`src/rtl/bsg_scoreboard_id_arbiter.sv`:
```
// bsg_scoreboard_id_arbiter
// Shares a pool of els_p IDs among num_reqs_p requesters. It grants at most one ID per cycle.
// Requesters are chosen round-robin. Each grant takes the lowest free ID.
// The block tracks which requester owns each ID and how many IDs each requester holds.
// Each requester may hold at most max_out_p IDs at once.
// A drain FSM blocks new grants so that software can empty the pool.
module bsg_scoreboard_id_arbiter #(
    parameter int els_p      = 8,
    parameter int num_reqs_p = 4,
    parameter int max_out_p  = 4,
    localparam int id_w  = (els_p > 1) ? $clog2(els_p) : 1,
    localparam int own_w = (num_reqs_p > 1) ? $clog2(num_reqs_p) : 1,
    localparam int cnt_w = (max_out_p + 1 > 1) ? $clog2(max_out_p + 1) : 1
) (
    input  logic                        clk_i,
    input  logic                        reset_n_i,
    input  logic [num_reqs_p-1:0]       req_v_i,
    output logic [num_reqs_p-1:0]       req_yumi_o,
    output logic [id_w-1:0]             grant_id_o,
    input  logic                        free_v_i,
    input  logic [id_w-1:0]             free_id_i,
    input  logic                        drain_i,
    output logic                        drained_o,
    output logic [els_p-1:0]            scoreboard_r_o,
    output logic [num_reqs_p*cnt_w-1:0] out_cnt_o,
    output logic                        full_o,
    output logic                        empty_o
);

    localparam logic [1:0] st_run     = 2'd0;
    localparam logic [1:0] st_drain   = 2'd1;
    localparam logic [1:0] st_drained = 2'd2;

    logic [els_p-1:0]      scoreboard_r;
    logic [own_w-1:0]      owner_r [els_p];
    logic [cnt_w-1:0]      cnt_r   [num_reqs_p];
    logic [own_w-1:0]      ptr_r;
    logic [1:0]            state_r;
    logic [1:0]            state_n;

    logic                  full;
    logic                  empty;
    logic                  grants_en;
    logic [num_reqs_p-1:0] eligible;
    logic                  found;
    logic [own_w-1:0]      winner;
    logic                  id_found;
    logic [id_w-1:0]       grant_id;
    logic                  free_ok;
    logic [own_w-1:0]      free_owner;
    int                    idx;

    assign full  = &scoreboard_r;
    assign empty = ~|scoreboard_r;

    // A grant may happen only while running, with no drain request and reset released.
    assign grants_en = reset_n_i && (state_r == st_run) && !drain_i;

    // Find which requesters may win this cycle.
    always_comb begin
        // NOTE: every variable written here gets a default first, so no latch is inferred.
        eligible = '0;
        for (int k = 0; k < num_reqs_p; k++) begin
            eligible[k] = req_v_i[k] && (cnt_r[k] < cnt_w'(max_out_p)) && !full && grants_en;
        end
    end

    // Round-robin search: take the first eligible requester at or after ptr_r, wrapping around.
    always_comb begin
        found  = 1'b0;
        winner = '0;
        idx    = 0;
        for (int i = 0; i < num_reqs_p; i++) begin
            idx = int'(ptr_r) + i;
            if (idx >= num_reqs_p) idx = idx - num_reqs_p;
            if (!found && eligible[idx]) begin
                found  = 1'b1;
                winner = own_w'(idx);
            end
        end
    end

    // Grant the lowest-index free ID. Only the registered scoreboard is searched,
    // so an ID freed this cycle cannot be granted again until the next cycle.
    always_comb begin
        id_found = 1'b0;
        grant_id = '0;
        for (int i = 0; i < els_p; i++) begin
            if (!id_found && !scoreboard_r[i]) begin
                id_found = 1'b1;
                grant_id = id_w'(i);
            end
        end
    end

    // Drive the one-hot grant toward the winning requester.
    always_comb begin
        req_yumi_o = '0;
        if (found) req_yumi_o[winner] = 1'b1;
    end

    assign grant_id_o = grant_id;

    // A free is honoured only for an ID that is currently allocated.
    assign free_ok    = free_v_i && scoreboard_r[free_id_i];
    assign free_owner = owner_r[free_id_i];

    // Set the bit for a granted ID and clear the bit for a freed ID.
    always_ff @(posedge clk_i or negedge reset_n_i) begin
        // NOTE: sequential state is written with non-blocking assignments only.
        if (!reset_n_i) begin
            scoreboard_r <= '0;
        end else begin
            if (found)   scoreboard_r[grant_id]  <= 1'b1;
            if (free_ok) scoreboard_r[free_id_i] <= 1'b0;
        end
    end

    // Record which requester owns each granted ID.
    always_ff @(posedge clk_i or negedge reset_n_i) begin
        // NOTE: the owner table is a small register array, and it is reset so that it starts at a known value.
        if (!reset_n_i) begin
            for (int i = 0; i < els_p; i++) owner_r[i] <= '0;
        end else if (found) begin
            owner_r[grant_id] <= winner;
        end
    end

    // Count the IDs each requester holds. A grant and a free on the same requester cancel out.
    always_ff @(posedge clk_i or negedge reset_n_i) begin
        if (!reset_n_i) begin
            for (int k = 0; k < num_reqs_p; k++) cnt_r[k] <= '0;
        end else begin
            for (int k = 0; k < num_reqs_p; k++) begin
                if ((found && winner == own_w'(k)) && !(free_ok && free_owner == own_w'(k)))
                    cnt_r[k] <= cnt_r[k] + cnt_w'(1);
                else if (!(found && winner == own_w'(k)) && (free_ok && free_owner == own_w'(k)))
                    cnt_r[k] <= cnt_r[k] - cnt_w'(1);
            end
        end
    end

    // After a grant, the round-robin pointer moves to the requester after the winner.
    always_ff @(posedge clk_i or negedge reset_n_i) begin
        if (!reset_n_i) begin
            ptr_r <= '0;
        end else if (found) begin
            ptr_r <= (winner == own_w'(num_reqs_p - 1)) ? '0 : winner + own_w'(1);
        end
    end

    // Next-state logic for the drain FSM.
    always_comb begin
        state_n = state_r;
        case (state_r)
            st_run:     if (drain_i) state_n = st_drain;
            st_drain:   if (!drain_i) state_n = st_run;
                        else if (empty) state_n = st_drained;
            st_drained: if (!drain_i) state_n = st_run;
            default:    state_n = st_run;
        endcase
    end

    // State register for the drain FSM.
    always_ff @(posedge clk_i or negedge reset_n_i) begin
        if (!reset_n_i) state_r <= st_run;
        else            state_r <= state_n;
    end

    // Pack the per-requester counts onto the flat output bus.
    always_comb begin
        out_cnt_o = '0;
        for (int k = 0; k < num_reqs_p; k++) out_cnt_o[k*cnt_w +: cnt_w] = cnt_r[k];
    end

    assign drained_o      = (state_r == st_drained);
    assign scoreboard_r_o = scoreboard_r;
    assign full_o         = full;
    assign empty_o        = empty;

    // Freeing an ID that is not allocated is a caller error.
    free_of_allocated_a: assert property (@(posedge clk_i) disable iff (!reset_n_i)
        free_v_i |-> scoreboard_r[free_id_i]);

endmodule
```
`config.mk`:
```
export PLATFORM = sky130hd
export DESIGN_NAME = bsg_scoreboard_id_arbiter
export DESIGN_NICKNAME = d
export VERILOG_FILES = /design/src/rtl/bsg_scoreboard_id_arbiter.sv
export SDC_FILE = /design/constraint.sdc
export NUM_CORES = 1
export LEC_CHECK = 0
export BUFFER_PORTS_ARGS = -buffer_cell sky130_fd_sc_hd__buf_4
export CAP_MARGIN = 0
export CORE_MARGIN = 3
export CORE_UTILIZATION = 55
export DETAILED_ROUTE_END_ITERATION = 12
export PLACE_DENSITY = 0.8
export SETUP_SLACK_MARGIN = 0.02
export SKIP_CTS_REPAIR_TIMING = 1
export SLEW_MARGIN = 20
export SYNTH_ARGS = -nofsm -noshare
export SYNTH_HDL_FRONTEND = slang
export SYNTH_SLANG_ARGS = --single-unit
```
`constraint.sdc`:
```
create_clock -name clk_i -period 3.3 [get_ports clk_i]
set_input_delay 0.165 -clock clk_i [delete_from_list [all_inputs] [get_ports clk_i]]
set_output_delay 0.165 -clock clk_i [all_outputs]
set_load 0.01 [all_outputs]
```
==> results of run 1 <==
[synthesized netlist by cell type, types with 2 or more instances]
cell type,count
dfrtp_1,40
mux2_2,19
nor2_1,19
nand2_1,16
inv_1,12
ha_1,8
xor2_1,7
a21oi_1,5
a31oi_1,5
buf_2,5
mux2i_1,5
nand3b_1,5
xnor2_1,5
and2_1,4
fa_1,4
nand2b_1,4
nand3_1,4
nor2b_1,4
nand4_1,3
o21ai_0,3
o22a_1,3
a2bb2oi_1,2
and3b_1,2
buf_1,2
clkbuf_1,2
mux2_1,2
nor3_1,2
o32a_1,2
or4_1,2
[layout by cell type, fill, tap and decap left out, types with 4 or more instances in the layout]
cell | netlist | layout
mux2_2 | 19 | 19
a21oi_1 | 5 | 5
nand3_1 | 4 | 4
fa_1 | 4 | 4
nand2b_1 | 4 | 4
mux2i_1 | 5 | 5
clkbuf_8 | 0 | 6
and2_1 | 4 | 4
xor2_1 | 7 | 7
buf_4 | 0 | 46
nor2b_1 | 4 | 4
xnor2_1 | 5 | 5
nor2_1 | 19 | 19
nand3b_1 | 5 | 5
a31oi_1 | 5 | 5
nand2_1 | 16 | 16
ha_1 | 8 | 8
inv_1 | 12 | 12
dfrtp_1 | 40 | 40
[per-stage QoR]
stage	cell area, µm²	instances	utilization [%]	hold slack [ns]	power [mW]
floorplan	2381	224	-	-0.1306	1.192
global placement	2750	311	67.30	0.2711	1.492
detailed placement	2750	311	67.30	0.2745	1.524
CTS	2840	319	69.50	-0.03837	1.866
global route	2850	320	69.75	0.1008	1.968
finish	2850	320	69.75	0.1122	1.847
[cell type report]
| type | count | area share (%) |
|---|---|---|
| Inverter | 12 | 1.580 |
| Tap cell | 50 | 2.195 |
| Sequential cell | 40 | 35.12 |
| Clock buffer | 8 | 3.161 |
| Timing Repair Buffer | 47 | 12.47 |
| Multi-Input combinational cell | 163 | 45.48 |
[layer usage]
metal	global-route usage [%]	routed length [µm]	part of all wire, %
met4	6.472	46	0.88
met2	34.08	2577	49
met5	0	0	0
met3	4.909	277	5.3
met1	28.86	2333	45
[logic make-up after synthesis]
family,count (synthesis)
and+or+nand+nor,76
muxes,26
xor gates and xnor gates,12
DFF,40
adders and majority gates,12
AOI/OAI and AO/OA,37
buffers and inverters,21
[where the power goes]
part | internal (mW) | leakage (nW) | switching (mW) | total [mW]
clock network | 0.171 | 0.0455 | 0.166 | 0.336
registers | 0.614 | 0.522 | 0.171 | 0.785
logic | 0.371 | 0.794 | 0.354 | 0.726
[state kept, by name, summed over array words and instances (netlist names)]
| signal | flops |
|---|---|
| out_cnt_o | 12 |
| ptr_r | 2 |
| owner_r | 16 |
| scoreboard_r_o | 8 |
| state_r | 2 |
[path summary, 6_finish.rpt]
kind / startpoint / depth (start not counted) / slack, ns / end
hold reg to reg: out_cnt_o[11]$_DFFE_PN0P_ / 1 / 0.50 / out_cnt_o[11]$_DFFE_PN0P_
max in group asynchronous: reset_n_i / 3 / 2.43 / owner_r[1]$_DFFE_PN0P_
setup reg to reg: out_cnt_o[2]$_DFFE_PN0P_ / 12 / 0.31 / out_cnt_o[7]$_DFFE_PN0P_
hold / removal: drain_i / 2 / 0.11 / state_r[1]$_DFFE_PN0P_
setup / recovery: out_cnt_o[2]$_DFFE_PN0P_ / 12 / 0.31 / out_cnt_o[7]$_DFFE_PN0P_
min in group asynchronous: reset_n_i / 3 / 0.51 / out_cnt_o[10]$_DFFE_PN0P_
[critical path, cell delays in order, from the launching register on]
cell and delay [ns]:
dfrtp_1 0.43, nand2b_1 0.24, o22a_1 0.16, nor2_1 0.04, a2111oi_1 0.37, buf_4 0.25
inv_1 0.08, ha_1 0.20, and2_1 0.15, ha_1 0.22, inv_1 0.08, fa_1 0.41
mux2_2 0.27
==> results.cfg, run 1 <==
[sta]
finalSetupViolations = 0
period_needed_ns = 2.988
setup_slack_ns = 0.3117
slew_headroom_pct = 58.54
hold_viol = 0
slew_viol_final = 0
tns_ns = 0
final.period_utilization_pct = 90.56
rsz0062_at_grt = false
tightest_slew_ns = 0.6172
fmax_mhz = 334.6
finClkSkew_ns = 0.004643

[global_routing]
grt_usage_pct = 21.27
antenna_found_initial = 0
grt_pass1_vias = 1798
overflow = 0
grt_pass1_wl_um = 8459
grt_max_degree = 41

[finish]
register_area_um2 = 1001
multi_input_area_um2 = 1296
nFillCells = 324
n_antenna_cell = 0
nNetsFinal = 292
syn_to_final_growth_pct = 19.71
drive_above_1_share_pct = 30.00

[route]
dr.first_iter.drc_count = 217
vias = 1873
dr.pass1.iters = 4
drt_wl_total_um = 5234
drc_errors = 0
ant_nets = 0
wl_per_cell_um = 16.36
detail_route.vias_per_cell = 5.853

[yosys]
yosysTopAreaCellShare_pct = 42.04
yosysWarnings = 0
ys_ff_latch = 40
synth.net_count = 247
synth-compound-area-share_pct = 12.35
yosys-top-cells-area = dfrtp_1, mux2_2, ha_1
synth_top_area_cell = dfrtp_1
synth_top_family_by_area = simple AND/OR/NAND/NOR gates
avgSynthCellArea_um2 = 10.63
muxShareOfSynthArea_pct = 12.03
netlist_instances = 224
synth_xor_area_share_pct = 4.414
synth_enable_flop_cells = 0
synthesis.area_um2 = 2381
ys_seq_area_share_pct = 42.04
synthArstFlopShare_pct = 100.0
synth_adder_area_share_pct = 7.567
synth-simple-area-share_pct = 18.02
yosysUniqueCellTypes = 57
synth_top_flop_cell = dfrtp_1

[flow_run]
cap_violations = 0

[cts]
clockBufferDepth = 2
clk_pin_slew_ns = 0.07
htreeDepth = 2
cts_tree = yes
cts_buffers = 5
cts-root-buf = clkbuf_8
clk_latency_ns = 0.29
clock-sinks = 40

[placed_design]
portBuffers = 40
pre_cts_slack_ns = 0.3217
dp_hpwl_um = 3828
place.gp.congestion = 0.8781

[setup_path]
path_class = flip-flop to flip-flop
cp-end-kind = flip-flop
cp_max_fo = 12
cp.required_ns = 3.48
cp.arrival_ns = 3.17
critPathLaunchType = flip-flop

[floorplanning]
die_area_um2 = 5155
start_util_pct = 58.27
rows = 23
fp.dieH_um = 71.80
design.core.area_um2 = 4086
design.portCount = 41
die_w_um = 71.80

[pwr]
ir_drop_uv = 375.4
power_leakage_nw = 1.361
powerDensity_nw_per_um2 = 648.1

[run_status]
status = complete, no violations

[worst_hold_path]
hold_path.class = input port to flip-flop
Note: power is estimated with default switching activity, not from simulation.
==> run 2, diff against run 1 <==
--- a/config.mk
+++ b/config.mk
@@ -7,10 +7,12 @@
 export LEC_CHECK = 0
 export BUFFER_PORTS_ARGS = -buffer_cell sky130_fd_sc_hd__buf_4
 export CAP_MARGIN = 0
+export CELL_PAD_IN_SITES_DETAIL_PLACEMENT = 1
+export CELL_PAD_IN_SITES_GLOBAL_PLACEMENT = 1
 export CORE_MARGIN = 3
-export CORE_UTILIZATION = 55
+export CORE_UTILIZATION = 44
 export DETAILED_ROUTE_END_ITERATION = 12
-export PLACE_DENSITY = 0.8
+export PLACE_DENSITY = 0.78
 export SETUP_SLACK_MARGIN = 0.02
 export SKIP_CTS_REPAIR_TIMING = 1
 export SLEW_MARGIN = 20
==> run 2 against run 1 <==
  * Clock skew grew 0.0027 ns
  * Wire length increased by 19%
  * Clock power rose by 6.5%
  * Setup slack got worse by 0.0034 ns
  * Via count rose by 2.6%
  * Sequential cell count is the same
==> results.cfg, run 2 (synthesis gave the netlist of run 1 again) <==
[setup_path]
cp_max_fo = 12
cp.required_ns = 3.49
cp.arrival_ns = 3.18
critPathLaunchType = flip-flop
cp-end-kind = flip-flop
crit_family = adder cells
cp_cell_sequence = nor2b_1 > o22a_1 > nor2_1 > a2111oi_1 > buf_4 > inv_1 > ha_1 > and2_1 > ha_1 > inv_1 > fa_1 > mux2_2
cpPeakStageDelay_ns = 0.42
path_class = flip-flop to flip-flop
cp_num_buf_inv = 3
crit_path_top_delay_cell = dfrtp_1

[floorplanning]
fp.dieH_um = 79.56
design.portCount = 41
start_util_pct = 46.03
design.core.area_um2 = 5172
die_area_um2 = 6330
die_w_um = 79.56
rows = 26

[placed_design]
place_inst = 333
place.gp.congestion = 0.8810
dp_hpwl_um = 4566
portBuffers = 40
pre_cts_slack_ns = 0.2962

[sta]
finalSetupViolations = 0
slew_viol_final = 0
slew_headroom_pct = 50.62
tns_ns = 0
tightest_slew_ns = 0.7292
hold_viol = 0
setup_slack_ns = 0.3082
rsz0062_at_grt = false
period_needed_ns = 2.992
finClkSkew_ns = 0.007298
whs_ns = 0.1153
fmax_mhz = 334.3
final.period_utilization_pct = 90.66

[cts]
clockBufferDepth = 2
clk_latency_ns = 0.29
cts_tree = yes
clk_pin_slew_ns = 0.08
cts_buffers = 5
htreeDepth = 2
cts-root-buf = clkbuf_8
clock-sinks = 40

[finish]
nNetsFinal = 294
n_antenna_cell = 0
final_cells = 342
syn_to_final_growth_pct = 21.70
final_common_cell = buf_4
largest_register = owner_r
multi_input_area_um2 = 1296
nFillCells = 580
drive_above_1_share_pct = 31.25
register_area_um2 = 1001
mostFrequentLayoutCells = buf_4, dfrtp_1, nor2_1, mux2_2, nand2_1
largest_register_ffs = 16

[pwr]
ir_drop_uv = 335.0
seqPwrFrac_pct = 40.1
pwr-share-comb_pct = 41.1
internal_power_mw = 1.166
powerDensity_nw_per_um2 = 656.6
power_leakage_nw = 1.370
power_mw = 1.903
power_switching_mw = 0.7371
p_sw_share_pct = 38.74
power_frac_clock_pct = 18.8

[route]
dr.pass1.iters = 4
detail_route.vias_per_cell = 5.620
wl_per_cell_um = 18.20
vias = 1922
dr.first_iter.drc_count = 130
ant_nets = 0
drc_errors = 0
drt_wl_total_um = 6225

[global_routing]
grt_pass1_wl_um = 10380
overflow = 0
grt_usage_pct = 20.97
grt_max_degree = 41
grt_pass1_vias = 2045
antenna_found_initial = 0

[worst_hold_path]
hold_path.class = input port to flip-flop

[run_status]
status = complete, no violations

[flow_run]
cap_violations = 0
run 2: cell types whose count changed in the layout (fill, tap and decap cells not counted):
cell	before	now
buf_4	46	48
clkbuf_1	2	0
clkinvlp_4	0	2
run 2: area by class of cell:
| cell class | count | area share, % |
|---|---|---|
| timing repair buffer | 49 | 12.78 |
| sequential | 40 | 34.54 |
| multi-input combinational | 163 | 44.73 |
| inverter | 12 | 1.554 |
| clock buffer | 6 | 2.850 |
| clock inverter | 2 | 0.5181 |
| tap | 70 | 3.022 |
run 2: path summary, 6_finish.rpt:
path / startpoint / cells after the start / to / slack, ns
max: out_cnt_o[5]$_DFFE_PN0P_ / 12 / out_cnt_o[7]$_DFFE_PN0P_ / 0.31
min: drain_i / 2 / state_r[1]$_DFFE_PN0P_ / 0.12
max reg2reg: out_cnt_o[5]$_DFFE_PN0P_ / 12 / out_cnt_o[7]$_DFFE_PN0P_ / 0.31
min reg2reg: out_cnt_o[11]$_DFFE_PN0P_ / 1 / out_cnt_o[11]$_DFFE_PN0P_ / 0.50
max in group asynchronous: reset_n_i / 3 / owner_r[12]$_DFFE_PN0P_ / 2.45
min in group asynchronous: reset_n_i / 3 / out_cnt_o[11]$_DFFE_PN0P_ / 0.48
run 2: per-layer routing:
metal | vias up | global-route usage [%] | wire length [µm]
li1 | 895 | - | -
met3 | 9 | 4.515 | 276
met4 | 0 | 4.811 | 55
met5 | - | 0 | 0
met1 | 973 | 26.82 | 2775
met2 | 45 | 36.14 | 3117
run 2: metrics by stage:
step / util (%) / cell area, µm²
after floorplan: - / 2381
after global placement: 53.94 / 2790
after detailed placement: 53.94 / 2790
after CTS: 55.83 / 2888
after global routing: 56.02 / 2898
final: 56.02 / 2898
run 2: worst reg2reg max path: stages, from the launching register on:
cell and delay [ns]:
dfrtp_1 0.42, nor2b_1 0.26, o22a_1 0.17, nor2_1 0.04, a2111oi_1 0.36, buf_4 0.25
inv_1 0.08, ha_1 0.20, and2_1 0.16, ha_1 0.22, inv_1 0.07, fa_1 0.41
mux2_2 0.27
run 2: power by group through the flow:
stage	combinational, mW	sequential (mW)	clock [mW]
3_3_place_gp	0.756	0.766	0
2_1_floorplan	0.406	0.786	0
5_1_grt	0.859	0.788	0.390
6_report	0.782	0.762	0.358
4_1_cts	0.790	0.765	0.364
3_5_place_dp	0.785	0.773	0
==> run 3, diff against run 2 <==
--- a/config.mk
+++ b/config.mk
@@ -9,7 +9,7 @@
 export CAP_MARGIN = 0
 export CELL_PAD_IN_SITES_DETAIL_PLACEMENT = 1
 export CELL_PAD_IN_SITES_GLOBAL_PLACEMENT = 1
-export CORE_MARGIN = 3
+export CORE_MARGIN = 2
 export CORE_UTILIZATION = 44
 export DETAILED_ROUTE_END_ITERATION = 12
 export PLACE_DENSITY = 0.78
==> run 3 against run 2 <==
  * Critical path depth stayed put
  * Sequential cell count stayed put
  * Register-to-register slack better by 0.07 ns
  * Global-route usage is 0.46 points lower
  * Via count is 2.0% lower
  * Non-clock buffer count is 2 lower
  * Clock-buffer cell count is 1 higher
  * Critical endpoint is now out_cnt_o[11]$_DFFE_PN0P_
  * Largest power group unchanged
==> results.cfg, run 3 (synthesis gave the netlist of run 1 again) <==
[run_status]
status = complete, no violations

[cts]
htreeDepth = 2
clock-sinks = 40
clk_pin_slew_ns = 0.07
clockBufferDepth = 2
cts-root-buf = clkbuf_8
cts_buffers = 5
cts_tree = yes
clk_latency_ns = 0.30

[route]
drc_errors = 0
ant_nets = 0
wl_per_cell_um = 17.49
dr.pass1.iters = 4
vias = 1884
detail_route.vias_per_cell = 5.541
dr.first_iter.drc_count = 87
drt_wl_total_um = 5945

[setup_path]
cp-end-kind = flip-flop
path_class = input port to flip-flop
rr_endpoint = out_cnt_o[7]$_DFFE_PN0P_
cp_max_fo = 11
r2r_slack_ns = 0.38
critPathLaunchType = input port
cp.required_ns = 3.52
cp.arrival_ns = 3.14
worstReg2RegStart = out_cnt_o[2]$_DFFE_PN0P_
r2r_cells = 11

[global_routing]
overflow = 0
grt_pass1_vias = 1937
grt_pass1_wl_um = 9666
grt_usage_pct = 20.51
antenna_found_initial = 0
grt_max_degree = 41

[sta]
finClkSkew_ns = 0.01393
fmax_mhz = 342.2
setup_slack_ns = 0.3780
slew_viol_final = 0
whs_ns = 0.1469
tightest_slew_ns = 0.7956
slew_headroom_pct = 46.71
final.period_utilization_pct = 88.55
rsz0062_at_grt = false
period_needed_ns = 2.922
finalSetupViolations = 0
hold_viol = 0
tns_ns = 0

[finish]
finish.utilization_pct = 56.00
largest_register = owner_r
syn_to_final_growth_pct = 21.65
final_common_cell = buf_4
n_antenna_cell = 0
drive_above_1_share_pct = 30.74
final_cells = 340
mostFrequentLayoutCells = buf_4, dfrtp_1, nor2_1, mux2_2, nand2_1
register_area_um2 = 1001
largest_register_ffs = 16
nNetsFinal = 292
nFillCells = 576
postLayoutCellArea_um2 = 2897
multi_input_area_um2 = 1314

[pwr]
internal_power_mw = 1.168
seqPwrFrac_pct = 40.1
pwr-share-comb_pct = 41.4
power_mw = 1.898
power_leakage_nw = 1.362
p_sw_share_pct = 38.48
power_switching_mw = 0.7305
power_frac_clock_pct = 18.5
ir_drop_uv = 339.4
powerDensity_nw_per_um2 = 655.4

[floorplanning]
fp.dieH_um = 77.56
design.portCount = 41
rows = 26
die_w_um = 77.56
design.core.area_um2 = 5172
die_area_um2 = 6016
start_util_pct = 46.03

[placed_design]
pre_cts_slack_ns = 0.2334
place_inst = 331
dpl_cell_area_um2 = 2780
portBuffers = 40
dp_hpwl_um = 4217
place.gp.congestion = 0.7566

[flow_run]
cap_violations = 0

[worst_hold_path]
hold_path.class = input port to flip-flop
worstHoldEndpoint = state_r[1]$_DFFE_PN0P_
whs_path_depth = 2
worstHoldStart = drain_i
-- run 3: changes by cell type in the layout (fill, tap and decap cells not counted), sizes merged --
cell	before	now
buf	48	46
clkbuf	6	7
clkinvlp	2	1
-- run 3: cell type report --
class | count | area share [%]
repair buffers | 47 | 12.27
well taps | 70 | 3.024
clock inverters | 1 | 0.2592
multi-input cells | 163 | 45.36
inverters | 12 | 1.555
clock buffers | 7 | 2.981
flip-flops and latches | 40 | 34.56
-- run 3: critical path: stages --
cell and delay, ns:
dlygate4sd3_1 0.52, buf_4 0.11, nor4b_2 0.21, o21ai_2 0.16, a31oi_1 0.63, and2_1 0.28
ha_1 0.20, inv_1 0.06, fa_1 0.38, xor2_1 0.16, nor2_1 0.11, xor2_1 0.15
-- run 3: per-layer routing --
metal,global-route usage [%],routed length (µm),vias to the layer above
li1,-,-,897
met1,27.10,2732,943
met2,34.78,2944,39
met3,3.256,195,5
met4,6.071,73,0
met5,0,0,-
-- run 3: worst max-delay path by stage --
stage	endpoint	start
floorplan	out_cnt_o[1]$_DFFE_PN0P_	out_cnt_o[5]$_DFFE_PN0P_
global placement	out_cnt_o[1]$_DFFE_PN0P_	out_cnt_o[5]$_DFFE_PN0P_
detailed placement	out_cnt_o[7]$_DFFE_PN0P_	out_cnt_o[5]$_DFFE_PN0P_
CTS	out_cnt_o[7]$_DFFE_PN0P_	out_cnt_o[5]$_DFFE_PN0P_
global route	out_cnt_o[2]$_DFFE_PN0P_	reset_n_i
finish	out_cnt_o[11]$_DFFE_PN0P_	reset_n_i
-- run 3: power groups by stage --
stage / clock (mW) / sequential [mW] / combinational [mW]
after floorplan: 0 / 0.786 / 0.406
final: 0.352 / 0.761 / 0.786
after global placement: 0 / 0.765 / 0.764
after detailed placement: 0 / 0.770 / 0.777
after CTS: 0.361 / 0.760 / 0.784
after global routing: 0.383 / 0.786 / 0.865
